<file path="src/rtl/pipeline_hazard_ctrl_if.sv">
`default_nettype none
// ============================================================================
// Module   : pipeline_hazard_ctrl_if
// Brief    : Stage register fields and control strobes between the pipeline
//            datapath and the hazard controller.
// Revision : 1.0
// ============================================================================
interface pipeline_hazard_ctrl_if;
  // ID stage
  logic [4:0] id_rs;
  logic [4:0] id_rt;
  logic       id_uses_rs;
  logic       id_uses_rt;
  logic       id_is_md;
  logic       id_md_div;
  logic       id_reads_hilo;
  // Later stage destinations
  logic [4:0] ex_rd;
  logic [4:0] mem_rd;
  logic [4:0] wb_rd;
  logic       ex_reg_write;
  logic       mem_reg_write;
  logic       wb_reg_write;
  logic       ex_mem_load;
  // Controller outputs
  logic       pc_le;
  logic       if_id_le;
  logic       id_ex_bubble;
  logic [1:0] fwd_a;
  logic [1:0] fwd_b;
  logic       md_start;
  logic       md_busy;
  logic       hilo_we;

  modport master (
    output id_rs, id_rt, id_uses_rs, id_uses_rt, id_is_md, id_md_div,
           id_reads_hilo, ex_rd, mem_rd, wb_rd, ex_reg_write, mem_reg_write,
           wb_reg_write, ex_mem_load,
    input  pc_le, if_id_le, id_ex_bubble, fwd_a, fwd_b, md_start, md_busy,
           hilo_we
  );

  modport slave (
    input  id_rs, id_rt, id_uses_rs, id_uses_rt, id_is_md, id_md_div,
           id_reads_hilo, ex_rd, mem_rd, wb_rd, ex_reg_write, mem_reg_write,
           wb_reg_write, ex_mem_load,
    output pc_le, if_id_le, id_ex_bubble, fwd_a, fwd_b, md_start, md_busy,
           hilo_we
  );
endinterface
`default_nettype wire

</file>
<file path="src/rtl/pipeline_hazard_ctrl.sv">
`default_nettype none
// ============================================================================
// Module   : pipeline_hazard_ctrl
// Brief    : Load-use / RAW interlock, operand forwarding select and mult/div
//            occupancy sequencer. Define PIPE_CTRL_FWD_EN to enable forwarding.
// Revision : 1.0
// ============================================================================
module pipeline_hazard_ctrl #(
  parameter int MULT_CYCLES = 4,
  parameter int DIV_CYCLES  = 8
) (
  input  wire logic             clk,
  input  wire logic             reset,
  pipeline_hazard_ctrl_if.slave bus
);

  localparam logic [3:0] MULT_LOAD = 4'(MULT_CYCLES - 1);
  localparam logic [3:0] DIV_LOAD  = 4'(DIV_CYCLES - 1);

  typedef enum logic [1:0] {
    MD_IDLE = 2'd0,
    MD_BUSY = 2'd1,
    MD_DONE = 2'd2
  } md_state_e;

  md_state_e  state_q, state_d;
  logic [3:0] cnt_q, cnt_d;
  logic       hilo_we_q, hilo_we_d;

  logic       ex_match_a, ex_match_b;
  logic       mem_match_a, mem_match_b;
  logic       load_use_stall;
  logic       md_stall;
  logic       data_stall;
  logic       stall;
  logic       md_start;
  logic [1:0] fwd_a_sel, fwd_b_sel;

  always_comb begin
    ex_match_a  = bus.ex_reg_write && (bus.ex_rd != 5'd0) &&
                  bus.id_uses_rs && (bus.ex_rd == bus.id_rs);
    ex_match_b  = bus.ex_reg_write && (bus.ex_rd != 5'd0) &&
                  bus.id_uses_rt && (bus.ex_rd == bus.id_rt);
    mem_match_a = bus.mem_reg_write && (bus.mem_rd != 5'd0) &&
                  bus.id_uses_rs && (bus.mem_rd == bus.id_rs);
    mem_match_b = bus.mem_reg_write && (bus.mem_rd != 5'd0) &&
                  bus.id_uses_rt && (bus.mem_rd == bus.id_rt);
  end

`ifdef PIPE_CTRL_FWD_EN
  logic wb_match_a, wb_match_b;

  always_comb begin
    wb_match_a = bus.wb_reg_write && (bus.wb_rd != 5'd0) &&
                 bus.id_uses_rs && (bus.wb_rd == bus.id_rs);
    wb_match_b = bus.wb_reg_write && (bus.wb_rd != 5'd0) &&
                 bus.id_uses_rt && (bus.wb_rd == bus.id_rt);
  end

  // Youngest producer wins; a load in EX has no data yet and is interlocked.
  always_comb begin
    data_stall = 1'b0;
    fwd_a_sel  = 2'b00;
    fwd_b_sel  = 2'b00;
    if (ex_match_a && !bus.ex_mem_load) fwd_a_sel = 2'b01;
    else if (mem_match_a)               fwd_a_sel = 2'b10;
    else if (wb_match_a)                fwd_a_sel = 2'b11;
    if (ex_match_b && !bus.ex_mem_load) fwd_b_sel = 2'b01;
    else if (mem_match_b)               fwd_b_sel = 2'b10;
    else if (wb_match_b)                fwd_b_sel = 2'b11;
  end
`else
  // WB producers need no interlock: the register file writes before it reads.
  logic wb_unused;
  assign wb_unused = &{1'b0, bus.wb_rd, bus.wb_reg_write};

  always_comb begin
    data_stall = ex_match_a | ex_match_b | mem_match_a | mem_match_b;
    fwd_a_sel  = 2'b00;
    fwd_b_sel  = 2'b00;
  end
`endif

  always_comb begin
    load_use_stall = (ex_match_a | ex_match_b) & bus.ex_mem_load;
    md_stall       = (state_q != MD_IDLE) & (bus.id_is_md | bus.id_reads_hilo);
    stall          = load_use_stall | md_stall | data_stall;
  end

  always_comb begin
    state_d   = state_q;
    cnt_d     = cnt_q;
    hilo_we_d = 1'b0;
    md_start  = 1'b0;
    case (state_q)
      MD_IDLE: begin
        if (bus.id_is_md && !stall) begin
          md_start = 1'b1;
          cnt_d    = bus.id_md_div ? DIV_LOAD : MULT_LOAD;
          state_d  = MD_BUSY;
        end
      end
      MD_BUSY: begin
        if (cnt_q == 4'd0) begin
          state_d   = MD_DONE;
          hilo_we_d = 1'b1;
        end else begin
          cnt_d = cnt_q - 4'd1;
        end
      end
      MD_DONE: begin
        state_d = MD_IDLE;
      end
      default: begin
        state_d = MD_IDLE;
      end
    endcase
  end

  always_ff @(posedge clk or negedge reset) begin
    if (!reset) begin
      state_q   <= MD_IDLE;
      cnt_q     <= 4'd0;
      hilo_we_q <= 1'b0;
    end else begin
      state_q   <= state_d;
      cnt_q     <= cnt_d;
      hilo_we_q <= hilo_we_d;
    end
  end

  // Combinational outputs are forced to their idle values while reset is low.
  assign bus.pc_le        = reset & ~stall;
  assign bus.if_id_le     = reset & ~stall;
  assign bus.id_ex_bubble = ~reset | stall;
  assign bus.fwd_a        = reset ? fwd_a_sel : 2'b00;
  assign bus.fwd_b        = reset ? fwd_b_sel : 2'b00;
  assign bus.md_start     = reset & md_start;
  assign bus.md_busy      = (state_q != MD_IDLE);
  assign bus.hilo_we      = hilo_we_q;

  a_no_start_in_stall : assert property (
    @(posedge clk) disable iff (!reset) md_start |-> !stall);

  a_hilo_only_in_done : assert property (
    @(posedge clk) disable iff (!reset) hilo_we_q |-> (state_q == MD_DONE));

endmodule
`default_nettype wire

</file>
<file path="src/flat_wrapper.sv">
// flat-port wrapper written by rule: the top's interface ports become plain ports
module pipeline_hazard_ctrl_flat 
#(
  parameter int MULT_CYCLES = 4,
  parameter int DIV_CYCLES  = 8
)
  (clk, reset, bus_id_rs, bus_id_rt, bus_id_uses_rs, bus_id_uses_rt, bus_id_is_md, bus_id_md_div, bus_id_reads_hilo, bus_ex_rd, bus_mem_rd, bus_wb_rd, bus_ex_reg_write, bus_mem_reg_write, bus_wb_reg_write, bus_ex_mem_load, bus_pc_le, bus_if_id_le, bus_id_ex_bubble, bus_fwd_a, bus_fwd_b, bus_md_start, bus_md_busy, bus_hilo_we);
  pipeline_hazard_ctrl_if bus_i ();
  input  wire logic clk;
  input  wire logic reset;
  input wire logic [$bits(bus_i.id_rs)-1:0] bus_id_rs;
  input wire logic [$bits(bus_i.id_rt)-1:0] bus_id_rt;
  input wire logic [$bits(bus_i.id_uses_rs)-1:0] bus_id_uses_rs;
  input wire logic [$bits(bus_i.id_uses_rt)-1:0] bus_id_uses_rt;
  input wire logic [$bits(bus_i.id_is_md)-1:0] bus_id_is_md;
  input wire logic [$bits(bus_i.id_md_div)-1:0] bus_id_md_div;
  input wire logic [$bits(bus_i.id_reads_hilo)-1:0] bus_id_reads_hilo;
  input wire logic [$bits(bus_i.ex_rd)-1:0] bus_ex_rd;
  input wire logic [$bits(bus_i.mem_rd)-1:0] bus_mem_rd;
  input wire logic [$bits(bus_i.wb_rd)-1:0] bus_wb_rd;
  input wire logic [$bits(bus_i.ex_reg_write)-1:0] bus_ex_reg_write;
  input wire logic [$bits(bus_i.mem_reg_write)-1:0] bus_mem_reg_write;
  input wire logic [$bits(bus_i.wb_reg_write)-1:0] bus_wb_reg_write;
  input wire logic [$bits(bus_i.ex_mem_load)-1:0] bus_ex_mem_load;
  output wire logic [$bits(bus_i.pc_le)-1:0] bus_pc_le;
  output wire logic [$bits(bus_i.if_id_le)-1:0] bus_if_id_le;
  output wire logic [$bits(bus_i.id_ex_bubble)-1:0] bus_id_ex_bubble;
  output wire logic [$bits(bus_i.fwd_a)-1:0] bus_fwd_a;
  output wire logic [$bits(bus_i.fwd_b)-1:0] bus_fwd_b;
  output wire logic [$bits(bus_i.md_start)-1:0] bus_md_start;
  output wire logic [$bits(bus_i.md_busy)-1:0] bus_md_busy;
  output wire logic [$bits(bus_i.hilo_we)-1:0] bus_hilo_we;
  assign bus_i.id_rs = bus_id_rs;
  assign bus_i.id_rt = bus_id_rt;
  assign bus_i.id_uses_rs = bus_id_uses_rs;
  assign bus_i.id_uses_rt = bus_id_uses_rt;
  assign bus_i.id_is_md = bus_id_is_md;
  assign bus_i.id_md_div = bus_id_md_div;
  assign bus_i.id_reads_hilo = bus_id_reads_hilo;
  assign bus_i.ex_rd = bus_ex_rd;
  assign bus_i.mem_rd = bus_mem_rd;
  assign bus_i.wb_rd = bus_wb_rd;
  assign bus_i.ex_reg_write = bus_ex_reg_write;
  assign bus_i.mem_reg_write = bus_mem_reg_write;
  assign bus_i.wb_reg_write = bus_wb_reg_write;
  assign bus_i.ex_mem_load = bus_ex_mem_load;
  assign bus_pc_le = bus_i.pc_le;
  assign bus_if_id_le = bus_i.if_id_le;
  assign bus_id_ex_bubble = bus_i.id_ex_bubble;
  assign bus_fwd_a = bus_i.fwd_a;
  assign bus_fwd_b = bus_i.fwd_b;
  assign bus_md_start = bus_i.md_start;
  assign bus_md_busy = bus_i.md_busy;
  assign bus_hilo_we = bus_i.hilo_we;
  pipeline_hazard_ctrl #(.MULT_CYCLES(MULT_CYCLES), .DIV_CYCLES(DIV_CYCLES)) u_core (.clk(clk), .reset(reset), .bus(bus_i));
endmodule
</file>
<file path="config.mk">
export PLATFORM = sky130hd
export DESIGN_NAME = pipeline_hazard_ctrl_flat
export DESIGN_NICKNAME = d
export VERILOG_FILES = /design/src/rtl/pipeline_hazard_ctrl_if.sv /design/src/rtl/pipeline_hazard_ctrl.sv /design/src/flat_wrapper.sv
export SDC_FILE = /design/constraint.sdc
export NUM_CORES = 1
export LEC_CHECK = 0
export CORE_AREA = 5 5 59 50
export DETAILED_ROUTE_END_ITERATION = 10
export DIE_AREA = 0 0 64 55
export GPL_ROUTABILITY_DRIVEN = 0
export PLACE_DENSITY = 0.82
export SLEW_MARGIN = 15
export SYNTH_ARGS = -nofsm -noshare
export SYNTH_HDL_FRONTEND = slang
export SYNTH_SLANG_ARGS = --single-unit
</file>
<file path="constraint.sdc">
create_clock -name clk -period 1.7 [get_ports clk]
set_input_delay 0.255 -clock clk [delete_from_list [all_inputs] [get_ports clk]]
set_output_delay 0.255 -clock clk [all_outputs]
set_load 0.1 [all_outputs]
</file>
Word level (Yosys, flattened, before mapping)
Index checks and enable logic that the tools add are counted.
- register bits after elaboration: 7
- input bits: 36
- output and inout port bits: 10
- word-level logic and storage cells: 56
- mux-type cells: 11
- $add $sub $neg: 1
- bitwise logic cells: 13
- reduce and logical (&&, ||, !) cells: 20
- equal/unequal tests: 8
- operator list (kind ; count):
    equality test 5 bit ; 4
    logical AND 1 bit ; 11
    nonzero test 5 bit ; 2
    2-to-1 mux 4 bit ; 2
    case mux 4 bit (2 select lines) ; 1
    OR 1 bit ; 7
    bitwise AND 1 bit ; 4
    zero test 4 bit ; 1
    2-to-1 mux 1 bit ; 4
    2-to-1 mux 2 bit ; 2
    != test 2 x 1 -> 1 bit (second input constant) ; 2
    case mux 2 bit (2 select lines) ; 1
    nonzero test 2 bit ; 2
    subtractor 4 x 1 -> 4 bit (second input constant) ; 1
    2-to-1 mux 3 bit ; 1
    AND reduction 3 bit ; 1
    equality test 2 x 1 -> 1 bit (second input constant) ; 1
    zero test 2 bit ; 1
    != test 2 bit (second input constant) ; 1
    NOT 1 bit ; 2
    AND reduction 2 bit ; 1
    zero test 1 bit ; 1

Logic depth before layout (Yosys ltp)
- word-level depth: 13
- depth in mapped cells: 8

Worst setup path after synthesis
OpenSTA, ideal clock, no wires.
- path kind: input to output
- from: in bus_mem_rd[0]
- to: out bus_pc_le
- setup slack: -1.660 ns
- data arrival time: 3.105 ns
- stages: 6
- required time: 1.445 ns
- cells stage by stage: or4_1 -> o21a_1 -> a22oi_1 -> nand3_1 -> inv_2 -> buf_4
- word-level cells in the longest chain between the ends: 9
- elaborated cells on any way between the ends: 13
- RTL lines (element ; line ; source):
    start: declaration ; flat_wrapper.sv:19 ; input wire logic [$bits(bus_i.mem_rd)-1:0] bus_mem_rd;
    nonzero test 5 bit ; pipeline_hazard_ctrl.sv:44, pipeline_hazard_ctrl.sv:46 ;
    logical AND 1 bit ; pipeline_hazard_ctrl.sv:44, pipeline_hazard_ctrl.sv:46 ;
    logical AND 1 bit ; pipeline_hazard_ctrl.sv:44 ; mem_match_a = bus.mem_reg_write && (bus.mem_rd != 5'd0) &&
    logical AND 1 bit ; pipeline_hazard_ctrl.sv:45 ; bus.id_uses_rs && (bus.mem_rd == bus.id_rs);
    OR 1 bit ; pipeline_hazard_ctrl.sv:78 ; data_stall = ex_match_a | ex_match_b | mem_match_a | mem_match_b;
    OR 1 bit (*) ; pipeline_hazard_ctrl.sv:78 ;
    OR 1 bit (*) ; pipeline_hazard_ctrl.sv:87 ; stall = load_use_stall | md_stall | data_stall;
    NOT 1 bit (*) ; -- ;
    bitwise AND 1 bit (*) ; -- ;
    end: declaration ; flat_wrapper.sv:25 ; output wire logic [$bits(bus_i.pc_le)-1:0] bus_pc_le;
Mark *: on every way between the ends. The rest lies on a longest branch, timed or not.

Worst setup path in the final report
- from: in bus_ex_rd[3]
- to: out bus_if_id_le
- word-level cells in the longest chain between the ends: 10
- elaborated cells on any way between the ends: 16
- RTL lines (element ; line ; source):
    start: declaration ; flat_wrapper.sv:18 ; input wire logic [$bits(bus_i.ex_rd)-1:0] bus_ex_rd;
    nonzero test 5 bit ; pipeline_hazard_ctrl.sv:40, pipeline_hazard_ctrl.sv:42 ;
    logical AND 1 bit ; pipeline_hazard_ctrl.sv:40, pipeline_hazard_ctrl.sv:42 ;
    logical AND 1 bit, on equally long branches ; pipeline_hazard_ctrl.sv:40, pipeline_hazard_ctrl.sv:42 ;
    logical AND 1 bit, on equally long branches ; pipeline_hazard_ctrl.sv:41, pipeline_hazard_ctrl.sv:43 ;
    OR 1 bit (*) ; pipeline_hazard_ctrl.sv:78, pipeline_hazard_ctrl.sv:85 ;
    bitwise AND 1 bit or OR 1 bit (tied branches) ; pipeline_hazard_ctrl.sv:85, pipeline_hazard_ctrl.sv:78 ;
    OR 1 bit, on equally long branches ; pipeline_hazard_ctrl.sv:87, pipeline_hazard_ctrl.sv:78 ;
    OR 1 bit (*) ; pipeline_hazard_ctrl.sv:87 ;
    NOT 1 bit (*) ; pipeline_hazard_ctrl.sv:134 ; assign bus.if_id_le = reset & ~stall;
    bitwise AND 1 bit (*) ; pipeline_hazard_ctrl.sv:134 ;
    end: declaration ; flat_wrapper.sv:26 ; output wire logic [$bits(bus_i.if_id_le)-1:0] bus_if_id_le;
Marks and branches as above.

==> reports/qor.yml <==
synthesis:
  synth_warnings: 0
  synth-seq-area-share: 0.259
  synth.top_cells.by_count: "20 x xnor2_1, 8 x nand2_1, 7 x dfrtp_1"
  synth.area.top_cells: "dfrtp_1 26%, xnor2_1 26%, buf_4 5.6%"
  ys_ff_latch: 7
  netlist.area_leader.share: 0.259
  syn_inst: 83
  synthArstFlopShare: 1.00
  synth-main-ff-cell: "dfrtp_1"
  syn_area_um2: 676
  synthMostInstantiatedCell: "xnor2_1"
  synth_area_leader_cell: "dfrtp_1"
  ys_types: 26
  synth_area_per_cell_um2: 8.14
  synth_enable_flop_cells: 0
sta:
  post-route-period-util: 1.19
  hold_viol: 0
  final-setup-viol-count: 5
  holdWs_ns: 0.424
  fin_crit_ns: 2.03
  finClkSkew_ns: 0.00897
  rsz0062_at_grt: "true"
  fin_ws_ns: -0.326
  drv_slew: 0
  fmax_mhz: 494
setup_path:
  max_stage_delay_ns: 0.53
  crit_buf_inv: 3
  setup.worst_path.start: "bus_ex_rd[3]"
  cpLargestDelayFamily: "simple AND/OR/NAND/NOR gates"
  setup.worst_path.start_class: "input pin"
  path_max_fanout: 2
  crit_path_top_delay_cell: "or4_4"
  cp_cell_sequence: "buf_6 > or4_4 > o21a_1 > a22oi_2 > nand3_4 > inv_12 > buf_12"
  cp-end-kind: "output port"
  crit_required_ns: 1.44
  r2r_start: "u_core.cnt_q[0]"
  crit_arrival_ns: 1.77
  critPathKind: "input pin to output port"
place:
  dp_cells: 153
  dp_hpwl_um: 1860
  portBuffers: 34
die:
  io_pins: 46
  initial_core_util: 0.288
  core_um2: 2340
  rows: 16
  die_area_um2: 3520
  chipWidth_um: 64
  die_h_um: 55
global_route:
  grt_util_met3: 0.0505
  antenna_found_initial: 0
  grt_usage: 0.129
  grt_pass1_wl_um: 3460
  busiest_layer: "met2"
  grt.met1_usage: 0.136
  grt_max_degree: 8
  use_met2: 0.241
  grt_pass1_vias: 792
  grt_remaining_overflow: 0
cts:
  clk_pin_slew_ns: 0.06
  insertion_delay_ns: 0.26
  clk_path_buf_depth: 2
  numCtsBuffers: 3
  cts_tree: "done"
  clockRootBuffer: "clkbuf_4"
  htree_levels: 1
  cts_sinks: 7
  cts_hold_buf: 0
route:
  vias: 757
  viasPerCell: 4.73
  drc: 0
  firstDrtPassIters: 4
  wl_um: 2150
  dr.first_iter.drc_count: 17
  wire_per_inst_um: 13.4
  final_antenna_net_count: 0
run_status:
  violations: "negative setup slack"
  status: "finished with violations"
power:
  power.density_nw_per_um2: 1220
  p_leak_nw: 0.542
  swShare: 0.501
  clkPwrFrac: 0.100
  switching_power_uw: 775
  power_mw: 1.55
  pwr-share-seq: 0.188
  peakVddDrop_v: 0.00120
  p_int_uw: 772
  power_frac_comb: 0.712
min_path:
  hp-class: "input pin to async pin"
layout:
  nets: 171
  fin_cells: 160
  area_delta_synth_final_pct: 87.0
  diodes: 0
  drive_gt1_frac: 0.338
job:
  cap_violations: 0
==> final cells by class <==
type | count | area, um2
clock buffers | 4 | 26.3
repair buffers | 48 | 485
fillers | 207 | 1080
inverters | 6 | 38.8
multi-input cells | 68 | 504
well taps | 27 | 33.8
flip-flops and latches | 7 | 175
==> power by group through the flow <==
stage	Sequential [mW]	Combinational, mW	Clock (mW)
after floorplan	0.309	0.694	0
after global placement	0.284	1.04	0
after detailed placement	0.289	1.08	0
after CTS	0.287	1.07	0.157
after global routing	0.299	1.17	0.162
final	0.291	1.10	0.154
==> path summary, 6_finish.rpt <==
| kind | endpoint | slack, ns | depth (start not counted) |
|---|---|---|---|
| setup / recovery | bus_if_id_le | -0.33 | 7 |
| hold / removal | u_core.state_q[0] | 0.42 | 2 |
| setup reg to reg | u_core.cnt_q[0] | 0.20 | 8 |
| hold reg to reg | u_core.state_q[1] | 0.51 | 1 |
| max in group asynchronous | u_core.cnt_q[1] | 1.15 | 2 |
| min in group clk | u_core.state_q[1] | 0.51 | 1 |
==> routing by layer <==
layer  wire [um]  part of all wire
met4          22             0.010
met5           0                 0
met3         154             0.072
met1         833              0.39
met2        1140              0.53
==> worst register-to-register path: stages (launching register included) <==
cell      delay (ns)
dfrtp_1         0.39
inv_1           0.11
ha_1            0.19
nand2b_1        0.12
nor2_1          0.11
nor2_1          0.06
inv_1           0.09
nand2_2         0.06
mux2_4          0.26
==> through the flow <==
stage | setup WS, ns | util | setup TNS (ns) | instance area [um2]
after floorplan | -0.591 | - | -1.45 | 747
after global placement | -0.627 | 0.518 | -4.67 | 1210
after detailed placement | -0.702 | 0.518 | -5.00 | 1210
after CTS | -0.331 | 0.532 | -1.31 | 1240
after global routing | -0.390 | 0.540 | -1.55 | 1260
final | -0.326 | 0.540 | -1.24 | 1260
==> cells in the final DEF (no fill, tap or decap), types with 2 or more instances in the layout <==
| cell type | n |
|---|---|
| nand4_1 | 4 |
| conb_1 | 4 |
| xnor2_1 | 20 |
| inv_1 | 4 |
| buf_12 | 5 |
| dlygate4sd2_1 | 12 |
| nor2_1 | 4 |
| o21a_1 | 2 |
| clkbuf_4 | 3 |
| buf_6 | 4 |
| nor3_1 | 3 |
| clkdlybuf4s50_1 | 8 |
| nand3_1 | 2 |
| o22ai_2 | 2 |
| dfrtp_1 | 7 |
| buf_2 | 3 |
| nand2b_1 | 2 |
| buf_4 | 13 |
| nand2_1 | 8 |
==> state kept, by name (all words and copies together), names as in the netlist <==
name	cells
u_core.cnt_q	4
u_core.state_q	2
u_core.bus.hilo_we	1
==> repair_timing <==
item / in CTS / in global routing
setup endpoints to repair: 9 / 8
pin swaps: 11 / 3
gates resized for setup: 46 / 5
buffers inserted: 2 / 2
==> logic make-up (layout without fill, tap and decap cells) <==
kind of cell             after synthesis  count (layout)  share of synthesized area
AND/OR/NAND/NOR                       31              31                      0.233
XOR/XNOR                              20              20                      0.259
AO/OA/AOI/OAI                         11              11                      0.118
buffers and inverters                 11              58                     0.0889
flip-flops                             7               7                      0.259
adder cells (fa/ha/maj)                1               1                     0.0185
other                                  1               4                    0.00555
multiplexers                           1               1                     0.0167
Note: power is estimated with default switching activity, not from simulation.
